File: src/rtl/baud_tick_gen.sv
// Fractional baud-rate tick generator: divides clk_i by a loadable int+frac divisor to make an
// oversample tick, and derives mid-bit / end-of-bit ticks from the oversample phase.
module baud_tick_gen #(
    parameter int unsigned CNT_W       = 16,
    parameter int unsigned FRAC_W      = 4,
    parameter int unsigned OVS         = 16,
    parameter int unsigned DEFAULT_DIV = 27
) (
    input  logic                    clk_i,
    input  logic                    rst_i,
    input  logic                    en_i,
    input  logic [CNT_W-1:0]        div_int_i,
    input  logic [FRAC_W-1:0]       div_frac_i,
    input  logic                    div_load_i,
    input  logic                    resync_i,
    output logic                    os_tick_o,
    output logic                    mid_tick_o,
    output logic                    bit_tick_o,
    output logic [$clog2(OVS)-1:0]  os_phase_o,
    output logic                    div_err_o
);

    localparam int unsigned PhW = $clog2(OVS);
    localparam logic [PhW-1:0] MidPh = PhW'(OVS / 2 - 1);
    localparam logic [PhW-1:0] BitPh = PhW'(OVS - 1);

    logic [CNT_W-1:0]  cnt_q, cnt_d;
    logic [FRAC_W-1:0] acc_q, acc_d;
    logic              carry_q, carry_d;
    logic [PhW-1:0]    phase_q, phase_d;
    logic [CNT_W-1:0]  div_int_act_q, div_int_act_d;
    logic [FRAC_W-1:0] div_frac_act_q, div_frac_act_d;
    logic              pend_vld_q, pend_vld_d;
    logic [CNT_W-1:0]  pend_int_q, pend_int_d;
    logic [FRAC_W-1:0] pend_frac_q, pend_frac_d;
    logic              os_tick_q, os_tick_d;
    logic              mid_tick_q, mid_tick_d;
    logic              bit_tick_q, bit_tick_d;
    logic              div_err_q, div_err_d;

    logic              load_ok;
    logic              period_end;
    logic [CNT_W:0]    limit;
    logic [FRAC_W:0]   frac_sum;

    // One bit wider so that a full-scale divisor plus carry cannot wrap.
    assign limit = {1'b0, div_int_act_q} + {{CNT_W{1'b0}}, carry_q} - (CNT_W + 1)'(1);
    assign period_end = en_i && ({1'b0, cnt_q} == limit);
    assign frac_sum = {1'b0, acc_q} + {1'b0, div_frac_act_q};
    assign load_ok = div_load_i && (div_int_i >= CNT_W'(2));

    always_comb begin
        cnt_d          = cnt_q;
        acc_d          = acc_q;
        carry_d        = carry_q;
        phase_d        = phase_q;
        div_int_act_d  = div_int_act_q;
        div_frac_act_d = div_frac_act_q;
        pend_vld_d     = pend_vld_q;
        pend_int_d     = pend_int_q;
        pend_frac_d    = pend_frac_q;
        os_tick_d      = 1'b0;
        mid_tick_d     = 1'b0;
        bit_tick_d     = 1'b0;
        div_err_d      = div_load_i && !load_ok;

        if (load_ok) begin
            pend_vld_d  = 1'b1;
            pend_int_d  = div_int_i;
            pend_frac_d = div_frac_i;
        end

        if (resync_i) begin
            cnt_d   = '0;
            acc_d   = '0;
            carry_d = 1'b0;
            phase_d = '0;
            // Includes a load captured in this same cycle.
            if (pend_vld_d) begin
                div_int_act_d  = pend_int_d;
                div_frac_act_d = pend_frac_d;
                pend_vld_d     = 1'b0;
            end
        end else begin
            // The phase advances the cycle after each tick, so os_phase_o shows the index of
            // the oversample period that the tick closes.
            if (os_tick_q) begin
                phase_d = phase_q + PhW'(1);
            end
            if (period_end) begin
                cnt_d      = '0;
                os_tick_d  = 1'b1;
                mid_tick_d = (phase_q == MidPh);
                bit_tick_d = (phase_q == BitPh);
                if (pend_vld_q) begin
                    div_int_act_d  = pend_int_q;
                    div_frac_act_d = pend_frac_q;
                    acc_d          = '0;
                    carry_d        = 1'b0;
                    pend_vld_d     = load_ok;
                end else begin
                    {carry_d, acc_d} = frac_sum;
                end
            end else if (en_i) begin
                cnt_d = cnt_q + CNT_W'(1);
            end
        end
    end

    always_ff @(posedge clk_i or posedge rst_i) begin
        if (rst_i) begin
            cnt_q          <= '0;
            acc_q          <= '0;
            carry_q        <= 1'b0;
            phase_q        <= '0;
            div_int_act_q  <= CNT_W'(DEFAULT_DIV);
            div_frac_act_q <= '0;
            pend_vld_q     <= 1'b0;
            pend_int_q     <= '0;
            pend_frac_q    <= '0;
            os_tick_q      <= 1'b0;
            mid_tick_q     <= 1'b0;
            bit_tick_q     <= 1'b0;
            div_err_q      <= 1'b0;
        end else begin
            cnt_q          <= cnt_d;
            acc_q          <= acc_d;
            carry_q        <= carry_d;
            phase_q        <= phase_d;
            div_int_act_q  <= div_int_act_d;
            div_frac_act_q <= div_frac_act_d;
            pend_vld_q     <= pend_vld_d;
            pend_int_q     <= pend_int_d;
            pend_frac_q    <= pend_frac_d;
            os_tick_q      <= os_tick_d;
            mid_tick_q     <= mid_tick_d;
            bit_tick_q     <= bit_tick_d;
            div_err_q      <= div_err_d;
        end
    end

    assign os_tick_o  = os_tick_q;
    assign mid_tick_o = mid_tick_q;
    assign bit_tick_o = bit_tick_q;
    assign os_phase_o = phase_q;
    assign div_err_o  = div_err_q;

endmodule

File: config.mk
export PLATFORM = sky130hd
export DESIGN_NAME = baud_tick_gen
export DESIGN_NICKNAME = d
export VERILOG_FILES = /design/src/rtl/baud_tick_gen.sv
export SDC_FILE = /design/constraint.sdc
export NUM_CORES = 1
export LEC_CHECK = 0
export ABC_AREA = 1
export BUFFER_PORTS_ARGS = -buffer_cell sky130_fd_sc_hd__buf_4
export CAP_MARGIN = 20
export CORE_UTILIZATION = 60
export DETAILED_ROUTE_END_ITERATION = 10
export HOLD_SLACK_MARGIN = 0.05
export PLACE_DENSITY = 0.79
export SYNTH_ARGS = -nofsm -noshare
export SYNTH_HDL_FRONTEND = slang
export SYNTH_SLANG_ARGS = --single-unit
export TNS_END_PERCENT = 20
File: constraint.sdc
create_clock -name clk_i -period 3.8 [get_ports clk_i]
set_input_delay 0.38 -clock clk_i [delete_from_list [all_inputs] [get_ports clk_i]]
set_output_delay 0.38 -clock clk_i [all_outputs]
set_load 0.01 [all_outputs]
==> impl_metrics.env, run 1 <==
export IMPL_dp_cells=660
export IMPL_drc=0
export IMPL_post_cts_buffers=0
export IMPL_synthCells=563
export IMPL_core_um2=6490
export IMPL_root_buffer="clkbuf_8"
export IMPL_final_setup_tns_ps=0
export IMPL_grt_overflow_total=0
export IMPL_cts_buffers=9
export IMPL_nNetsFinal=628
export IMPL_yosysMostFrequentCell="nand2_1"
export IMPL_netlist_top_cells_area="dfrtp_1 40%, nand2_1 17%, nand3_1 6.0%"
export IMPL_synthDistinctLibCells=37
export IMPL_hold_viol=0
export IMPL_die_h_um=84.7
export IMPL_fillCellCount=540
export IMPL_vias_per_cell=5.37
export IMPL_worstReg2RegStart="div_int_act_q[0]$_DFFE_PP1P_"
export IMPL_grt_pass1_wl_um=15200
export IMPL_yosys_top_cells_count="187 x nand2_1, 66 x dfrtp_1, 64 x nor2_1"
export IMPL_avgSynthCellArea_um2=7.29
export IMPL_crit_family="simple AND/OR/NAND/NOR gates"
export IMPL_timing_final_crit_share_pct=73.5
export IMPL_final_layout_size_suffix_gt1_share_pct=11.9
export IMPL_worstPathArrival_ps=3020
export IMPL_synth_top_area_share_pct=40.2
export IMPL_cp_max_fo=20
export IMPL_max_cap_viol_count=0
export IMPL_final_util_pct=70.9
export IMPL_cts_buffer_depth=2
export IMPL_clock_sinks=70
export IMPL_cp_data_required_time_ps=4030
export IMPL_critPathBufInv=2
export IMPL_first_global_vias=3290
export IMPL_wl_um=8700
export IMPL_start_util_pct=63.2
export IMPL_synth_sequential_area_ratio_pct=42.8
export IMPL_num_io_pins=33
export IMPL_synth_seq_cells=70
export IMPL_yosys_warnings=0
export IMPL_diodes=0
export IMPL_setup_worst_path_start="div_int_act_q[0]$_DFFE_PP1P_"
export IMPL_fp_dieArea_um2=7180
export IMPL_synth_cell_area_um2=4110
export IMPL_worst_setup_path_start_kind="flop"
export IMPL_cpPeakStageDelay_ps=530
export IMPL_slew_violations=0
export IMPL_synth_async_reset_ratio_pct=100
export IMPL_p_leak_nw=2.42
export IMPL_rows=29
export IMPL_powerDensity_nw_per_um2=428
export IMPL_finalSetupViolCount=0
export IMPL_ir_drop_mv=0.296
export IMPL_rsz0062_at_grt="no"
export IMPL_cts_tree="done"
export IMPL_ys_dominant_reg_cell="dfrtp_1"
export IMPL_vias=3627
export IMPL_hold_buffers=0
export IMPL_cp_cell_sequence="inv_1, ha_1, ha_1, or2_1, nand3_1, nand2_1, nor2_1, nand2_1, inv_1, nand2_1, nor2_1, nand3_4, nand2_4, nand2_1, nand2_1, nand2_1"
export IMPL_criticalPathCategory="reg -> reg"
export IMPL_detail_route_antenna_nets=0
export IMPL_cts_resized=0
export IMPL_layout_min_cycle_time_ps=2790
export IMPL_skew_ps=9.23
export IMPL_die_x_um=84.7
export IMPL_hp_class="in -> async"
export IMPL_drtIter0Drc=175
export IMPL_dp_hpwl_um=6510
export IMPL_grt_antenna_before_repair=0
export IMPL_dr_pass1_iters=5
export IMPL_grt_usage_pct=26.9
export IMPL_critical_path_slowest_cell="dfstp_2"
export IMPL_clk_latency_ps=350
export IMPL_area_growth_pct=12.2
export IMPL_max_freq_ghz=0.358
export IMPL_status="complete, no violations"
export IMPL_wl_per_cell_um=12.9
export IMPL_cts_reportedPaths_clkPinSlew_ps=80
export IMPL_place_congestion=0.904
export IMPL_synth_edf_count=0
export IMPL_endpoint_kind="flop"
export IMPL_synth_top_area_cell="dfrtp_1"
export IMPL_port_buffers=32
export IMPL_max_slew_worst_pin_slew_ps=635
export IMPL_hold_ws_ps=116
export IMPL_critPathMostFrequentCell="nand2_1"
export IMPL_stdcell_count=676
export IMPL_synth_nets=597
export IMPL_cts_max_level=3
export IMPL_grt_max_degree=41
export IMPL_slew_limit_headroom_pct=57.6
==> power by group <==
part	internal [W]	switching, W
Sequential	0.000813	0.0000660
Clock	0.000371	0.000290
Combinational	0.000161	0.000273
Total	0.00135	0.000629
==> cell families after synthesis <==
family,after synthesis,synth area share (%)
and+or+nand+nor,341,35.6
buffers and inverters,76,7.68
DFF,70,42.8
AOI/OAI and AO/OA,43,5.88
xor gates and xnor gates,24,5.12
adders and majority gates,9,2.93
==> worst paths after layout <==
kind	to	slack [ps]	cells after the start
worst max-delay path	div_int_act_q[13]$_DFFE_PP0P_	1010	16
worst min-delay path	os_phase_o[3]$_DFFE_PP0P_	120	2
worst max register to register	div_int_act_q[13]$_DFFE_PP0P_	1010	16
worst min register to register	div_int_act_q[0]$_DFFE_PP1P_	480	2
max in group asynchronous	div_int_act_q[4]$_DFFE_PP1P_	2720	3
min in group clk_i	pend_frac_q[2]$_DFF_PP0_	250	3
==> worst reg2reg max path, delay by kind of cell (launching register included) <==
kind	cells	cell delay (ps)
DFF	1	530
adders and majority gates	2	430
and+or+nand+nor	12	1630
buffers and inverters	2	90
==> through the flow <==
step | total power, W | cell area, um^2 | worst slack, ps
after floorplan | 0.00121 | 4110 | 1470
after global placement | 0.00130 | 4390 | 1140
after detailed placement | 0.00132 | 4390 | 1030
after CTS | 0.00199 | 4610 | 1010
after global routing | 0.00208 | 4610 | 811
final | 0.00197 | 4610 | 1010
==> final cells by class <==
class                           instances  area, um^2  share of cell area [%]
Multi-Input combinational cell        417        2030                    44.1
Tap cell                               77        96.3                    2.09
Sequential cell                        70        1760                    38.1
Inverter                               59         221                    4.81
Clock buffer                            9         124                    2.69
Timing Repair Buffer                   37         278                    6.03
Clock inverter                          7        97.6                    2.12
==> cell usage in the layout, fill, tap and decap left out, types with 2 or more instances in the layout <==
master / n
nand2_1: 187
dfrtp_1: 66
nor2_1: 64
inv_1: 55
nand3_1: 49
buf_4: 37
xor2_1: 19
o21ai_0: 19
a31oi_1: 12
nand4_1: 10
clkbuf_8: 9
nor3_1: 8
ha_1: 8
nor2_2: 6
xnor2_1: 5
a21oi_1: 5
dfstp_2: 4
clkinv_1: 3
nand3b_1: 3
nor3b_1: 3
nor4_1: 2
nand2_2: 2
o21bai_1: 2
o21ai_1: 2
or2_2: 2
or2_1: 2
clkinvlp_4: 2
bufinv_16: 2
==> sequential cells by signal, indices dropped and copies added, names as in the netlist <==
| signal | count |
|---|---|
| cnt_q | 16 |
| acc_q | 4 |
| os_tick_o | 1 |
| div_frac_act_q | 4 |
| div_err_o | 1 |
| pend_vld_q | 1 |
| mid_tick_o | 1 |
| pend_frac_q | 4 |
| div_int_act_q | 16 |
| bit_tick_o | 1 |
| carry_q | 1 |
| pend_int_q | 16 |
| os_phase_o | 4 |
==> per-layer routing <==
metal	track usage [%]	wire, um	vias to the layer above
met5	0	0	-
met4	9.09	148	0
met3	5.41	403	15
met2	41.7	4030	93
met1	38.2	4120	1669
li1	-	-	1850
Power figures use the tool's default switching activity.
==> run 2, diff against run 1 <==
--- a/config.mk
+++ b/config.mk
@@ -8,10 +8,10 @@
 export ABC_AREA = 1
 export BUFFER_PORTS_ARGS = -buffer_cell sky130_fd_sc_hd__buf_4
 export CAP_MARGIN = 20
-export CORE_UTILIZATION = 60
+export CORE_UTILIZATION = 54
 export DETAILED_ROUTE_END_ITERATION = 10
 export HOLD_SLACK_MARGIN = 0.05
-export PLACE_DENSITY = 0.79
+export PLACE_DENSITY = 0.75
 export SYNTH_ARGS = -nofsm -noshare
 export SYNTH_HDL_FRONTEND = slang
 export SYNTH_SLANG_ARGS = --single-unit
==> constraint.sdc (replaced) <==
create_clock -name clk_i -period 2.25 [get_ports clk_i]
set_input_delay 0.225 -clock clk_i [delete_from_list [all_inputs] [get_ports clk_i]]
set_output_delay 0.225 -clock clk_i [all_outputs]
set_load 0.01 [all_outputs]
==> run 2 against run 1 <==
- the flow now finishes with violations (negative setup slack)
- critical path depth unchanged
- largest power group unchanged
- sequential share of layout area down 2.1 points
- global-route usage down 1.3 points
- non-clock buffer count up 10
- largest cell class unchanged
- critical path type unchanged
- maximum frequency up 21%
==> impl_metrics.env, run 2 (same netlist as run 1, synthesis figures left out) <==
export IMPL_status="finished, violations left"
export IMPL_violations="negative setup slack"
export IMPL_wl_per_cell_um=12.8
export IMPL_cts_reportedPaths_clkPinSlew_ps=80
export IMPL_dp_hpwl_um=6590
export IMPL_root_buffer="clkbuf_8"
export IMPL_endpoint_kind="flop"
export IMPL_grt_antenna_before_repair=0
export IMPL_final_layout_size_suffix_gt1_share_pct=15.7
export IMPL_vias=3681
export IMPL_mostFrequentLayoutCell="nand2_1"
export IMPL_dp_cells=690
export IMPL_most_common_layout_cells="182 x nand2_1, 66 x dfrtp_1, 60 x nor2_1"
export IMPL_drtIter0Drc=152
export IMPL_fillCellCount=638
export IMPL_final_setup_tns_ps=-964
export IMPL_worstPathArrival_ps=2540
export IMPL_largestRegisters="cnt_q: 16 flops, div_int_act_q: 16 flops, pend_int_q: 16 flops"
export IMPL_critPathBufInv=2
export IMPL_die_h_um=89.2
export IMPL_cp_max_fo=10
export IMPL_cp_data_required_time_ps=2480
export IMPL_wl_um=9080
export IMPL_area_growth_pct=18.8
export IMPL_dr_pass1_iters=5
export IMPL_drc=0
export IMPL_fp_dieArea_um2=7960
export IMPL_criticalPathCategory="reg -> reg"
export IMPL_multi_input_area_um2=2140
export IMPL_cp_cell_sequence="inv_2, ha_4, ha_4, or2_1, nand3_1, nand2_1, nor2_2, nand2_1, inv_1, nand2_1, nor2_2, nand3_4, nand2_8, nand2_4, nand2_1, nand2_1"
export IMPL_cts_buffer_depth=2
export IMPL_slew_limit_headroom_pct=56.7
export IMPL_first_global_vias=3436
export IMPL_nNetsFinal=639
export IMPL_cts_buffers=9
export IMPL_critical_path_slowest_cell="dfstp_2"
export IMPL_total_power_w=0.00344
export IMPL_ir_drop_mv=0.452
export IMPL_p_leak_nw=2.50
export IMPL_clk_latency_ps=340
export IMPL_start_util_pct=56.3
export IMPL_top_usage_layer="met2"
export IMPL_max_freq_ghz=0.433
export IMPL_seqCellArea_um2=1760
export IMPL_crit_family="simple AND/OR/NAND/NOR gates"
export IMPL_rows=31
export IMPL_powerDensity_nw_per_um2=705
export IMPL_use_met3_pct=5.36
export IMPL_skew_ps=11.6
export IMPL_grt_max_degree=61
export IMPL_diodes=0
export IMPL_cts_max_level=3
export IMPL_grt_overflow_total=0
export IMPL_vias_per_cell=5.19
export IMPL_place_congestion=0.897
export IMPL_critPathMostFrequentCell="nand2_1"
export IMPL_stdcell_count=709
export IMPL_grt_usage_pct=25.7
export IMPL_post_cts_buffers=0
export IMPL_core_um2=7290
export IMPL_worst_setup_path_start_kind="flop"
export IMPL_port_buffers=32
export IMPL_max_slew_worst_pin_slew_ps=645
export IMPL_finalSetupViolCount=38
export IMPL_hold_viol=0
export IMPL_num_io_pins=33
export IMPL_slew_violations=0
export IMPL_met1_usage_pct=36.1
export IMPL_die_x_um=89.2
export IMPL_rsz0062_at_grt="yes"
export IMPL_grt_pass1_wl_um=15700
export IMPL_clock_sinks=70
export IMPL_max_cap_viol_count=0
export IMPL_layout_min_cycle_time_ps=2310
export IMPL_postLayoutSetupSlackWorst_ps=-60.1
export IMPL_hp_class="in -> reg"
export IMPL_cts_tree="done"
export IMPL_cpPeakStageDelay_ps=540
export IMPL_met2_usage_pct=40.7
export IMPL_timing_final_crit_share_pct=103
export IMPL_detail_route_antenna_nets=0
[run 2: report_power, final]
part | internal [W] | switching, W | leakage [nW]
combinational | 0.000320 | 0.000492 | 1.49
clock | 0.000635 | 0.000510 | 0.107
sequential | 0.00137 | 0.000111 | 0.902
total | 0.00233 | 0.00111 | 2.50
[run 2: final timing paths]
| kind | start | to | slack, ps | depth (start not counted) |
|---|---|---|---|---|
| setup / recovery | div_int_act_q[0]$_DFFE_PP1P_ | div_int_act_q[7]$_DFFE_PP0P_ | -60 | 16 |
| hold / removal | div_int_i[0] | pend_int_q[0]$_DFF_PP0_ | 100 | 3 |
| setup reg to reg | div_int_act_q[0]$_DFFE_PP1P_ | div_int_act_q[7]$_DFFE_PP0P_ | -60 | 16 |
| hold reg to reg | div_int_act_q[0]$_DFFE_PP1P_ | div_int_act_q[0]$_DFFE_PP1P_ | 490 | 2 |
| max in group asynchronous | rst_i | div_int_act_q[3]$_DFFE_PP1P_ | 1240 | 4 |
| min in group asynchronous | rst_i | pend_int_q[8]$_DFF_PP0_ | 360 | 3 |
[run 2: layout make-up]
class	instances	area share, %
multi-input cells	418	43.9
clock buffers	10	2.62
clock inverters	6	1.92
flip-flops and latches	70	36.0
inverters	59	4.54
repair buffers	47	8.47
well taps	99	2.54
[run 2: metrics by stage]
step / util (%) / hold slack [ps] / instance area, um^2 / worst slack (ps)
global route: 66.9 / 89.3 / 4880 / -224
CTS: 66.6 / 89.0 / 4850 / -42.5
detailed placement: 62.3 / 181 / 4540 / -196
global placement: 62.3 / 172 / 4540 / -132
finish: 66.9 / 97.0 / 4880 / -60.1
floorplan: - / 331 / 4150 / 7.39
[run 2: tightest hold or removal path, cell delays in order]
cell	delay, ps
buf_4	70
nand2_1	60
nand2_1	50
[run 2: repair_timing]
item | in CTS | in global routing
hold buffers | 1 | 0
pin swaps | 4 | 2
gates cloned | 2 | 0
endpoints found under the hold margin | 10 | 0
endpoints found under the setup margin | 31 | 45
gates resized for setup | 12 | 7
[run 2: metal layers]
metal  share of wire (%)  vias to the layer above
met3                 3.9                        8
met1                  48                     1718
met4                 1.1                        0
met2                  47                       75
met5                   0                        -
li1                    -                     1880
==> run 3, diff against run 2 <==
--- a/config.mk
+++ b/config.mk
@@ -12,6 +12,7 @@
 export DETAILED_ROUTE_END_ITERATION = 10
 export HOLD_SLACK_MARGIN = 0.05
 export PLACE_DENSITY = 0.75
+export SKIP_CTS_REPAIR_TIMING = 1
 export SYNTH_ARGS = -nofsm -noshare
 export SYNTH_HDL_FRONTEND = slang
 export SYNTH_SLANG_ARGS = --single-unit
==> run 3 against run 2 <==
- the flow still finishes with violations (negative setup slack)
- hold slack better by 0.50 ps
- design area is 3.2% higher
- combinational power is 5.4% higher
- wire length is 9.6% higher
- sequential share of layout area is 1.1 points lower
- clock-buffer cell count stayed put
- global-route usage is 0.71 points lower
- clock skew is 3.6 ps higher
- sequential power hardly changed
- first-iteration DRC count is 16% higher
- critical path type unchanged
==> impl_metrics.env, run 3 (same netlist as run 1, synthesis figures left out) <==
export IMPL_rsz0062_at_grt="yes"
export IMPL_critPathMostFrequentCell="nand2_1"
export IMPL_cts_reportedPaths_clkPinSlew_ps=80
export IMPL_drc=0
export IMPL_max_freq_ghz=0.421
export IMPL_critPathBufInv=3
export IMPL_dp_hpwl_um=6590
export IMPL_fp_dieArea_um2=7960
export IMPL_r2r_slack_ps=-120
export IMPL_vias_per_cell=5.32
export IMPL_endpoint_kind="flop"
export IMPL_vias=3801
export IMPL_p_leak_nw=2.55
export IMPL_wl_per_cell_um=13.9
export IMPL_cp_cell_sequence="inv_2, ha_4, ha_4, xor2_1, nand3_1, nor2_2, nand2_1, inv_1, nand2_1, nor2_2, nand3_4, nand2_8, clkbuf_16, nand3_2, nand2_1"
export IMPL_first_global_vias=3371
export IMPL_max_cap_viol_count=0
export IMPL_detail_route_antenna_nets=0
export IMPL_area_growth_pct=22.5
export IMPL_critical_path_slowest_cell="dfstp_2"
export IMPL_dr_pass1_iters=4
export IMPL_core_um2=7290
export IMPL_worstPathArrival_ps=2650
export IMPL_hold_viol=0
export IMPL_grt_usage_pct=24.9
export IMPL_cts_buffer_depth=2
export IMPL_slew_limit_headroom_pct=59.8
export IMPL_die_x_um=89.2
export IMPL_clk_latency_ps=350
export IMPL_timing_final_crit_share_pct=106
export IMPL_cp_max_fo=5
export IMPL_cpPeakStageDelay_ps=540
export IMPL_worst_setup_path_start_kind="flop"
export IMPL_seqCellArea_um2=1760
export IMPL_cts_buffers=9
export IMPL_cp_data_required_time_ps=2530
export IMPL_start_util_pct=56.3
export IMPL_root_buffer="clkbuf_8"
export IMPL_pre_cts_ws_ps=-196
export IMPL_slew_violations=0
export IMPL_largestRegisters="cnt_q: 16 flops, div_int_act_q: 16 flops, pend_int_q: 16 flops"
export IMPL_wl_um=9950
export IMPL_grt_overflow_total=0
export IMPL_fillCellCount=613
export IMPL_most_common_layout_cells="183 x nand2_1, 66 x dfrtp_1, 59 x nor2_1"
export IMPL_max_slew_worst_pin_slew_ps=603
export IMPL_rows=31
export IMPL_cts_tree="done"
export IMPL_postLayoutSetupSlackWorst_ps=-125
export IMPL_hp_class="in -> reg"
export IMPL_violations="negative setup slack"
export IMPL_final_layout_size_suffix_gt1_share_pct=18.2
export IMPL_criticalPathCategory="reg -> reg"
export IMPL_grt_pass1_wl_um=15300
export IMPL_grt_antenna_before_repair=0
export IMPL_clock_sinks=70
export IMPL_port_buffers=32
export IMPL_multi_input_area_um2=2230
export IMPL_powerDensity_nw_per_um2=694
export IMPL_drtIter0Drc=177
export IMPL_mostFrequentLayoutCell="nand2_1"
export IMPL_nNetsFinal=644
export IMPL_finalSetupViolCount=41
export IMPL_status="finished, violations left"
export IMPL_cts_max_level=3
export IMPL_total_power_w=0.00349
export IMPL_layout_min_cycle_time_ps=2370
export IMPL_final_setup_tns_ps=-2930
export IMPL_diodes=0
export IMPL_crit_family="simple AND/OR/NAND/NOR gates"
export IMPL_place_congestion=0.897
export IMPL_skew_ps=15.2
export IMPL_ir_drop_mv=0.436
export IMPL_grt_max_degree=61
export IMPL_num_io_pins=33
export IMPL_die_h_um=89.2
## run 3: cell count changes in the layout (fill, tap and decap cells not counted), sizes merged
cell,before,now
clkbuf,10,13
nand2,191,193
## run 3: tightest hold or removal path, cell delays in order
cell	delay, ps
buf_4	70
nand2_1	60
nand2_1	50
## run 3: area by class of cell
class	count	share of cell area, %
Multi-Input combinational cell	420	44.4
Sequential cell	70	34.9
Timing Repair Buffer	50	9.45
Inverter	59	4.40
Clock buffer	10	2.54
Tap cell	99	2.46
Clock inverter	6	1.86
## run 3: worst paths after layout
check / startpoint / endpoint / depth (start not counted)
setup / recovery: div_int_act_q[0]$_DFFE_PP1P_ / div_int_act_q[14]$_DFFE_PP0P_ / 15
hold / removal: div_int_i[0] / pend_int_q[0]$_DFF_PP0_ / 3
setup reg to reg: div_int_act_q[0]$_DFFE_PP1P_ / div_int_act_q[14]$_DFFE_PP0P_ / 15
hold reg to reg: div_int_act_q[0]$_DFFE_PP1P_ / div_int_act_q[0]$_DFFE_PP1P_ / 2
min in group asynchronous: rst_i / pend_int_q[8]$_DFF_PP0_ / 3
max in group asynchronous: rst_i / div_int_act_q[3]$_DFFE_PP1P_ / 4
## run 3: stage by stage
| step | util (%) | area, um^2 | std cells | hold WS (ps) |
|---|---|---|---|---|
| 5_1_grt | 69.0 | 5030 | 714 | 89.3 |
| 6_report | 69.0 | 5030 | 714 | 97.5 |
| 2_1_floorplan | - | 4150 | 563 | 331 |
| 3_5_place_dp | 62.3 | 4540 | 690 | 181 |
| 4_1_cts | 65.3 | 4760 | 706 | -197 |
| 3_3_place_gp | 62.3 | 4540 | 690 | 172 |
## run 3: power breakdown
part           total (W)  internal, W  switching [W]
Sequential       0.00148      0.00137       0.000111
Combinational   0.000856     0.000335       0.000521
Clock            0.00115     0.000635       0.000518
## run 3: routing by layer
layer	GRT usage (%)	part of all wire, %	vias up	wire length, um
met5	0	0	-	0
met4	5.63	1.6	0	156
met3	5.26	4.3	16	430
met2	39.6	49	107	4850
met1	35.2	45	1792	4510
li1	-	-	1886	-
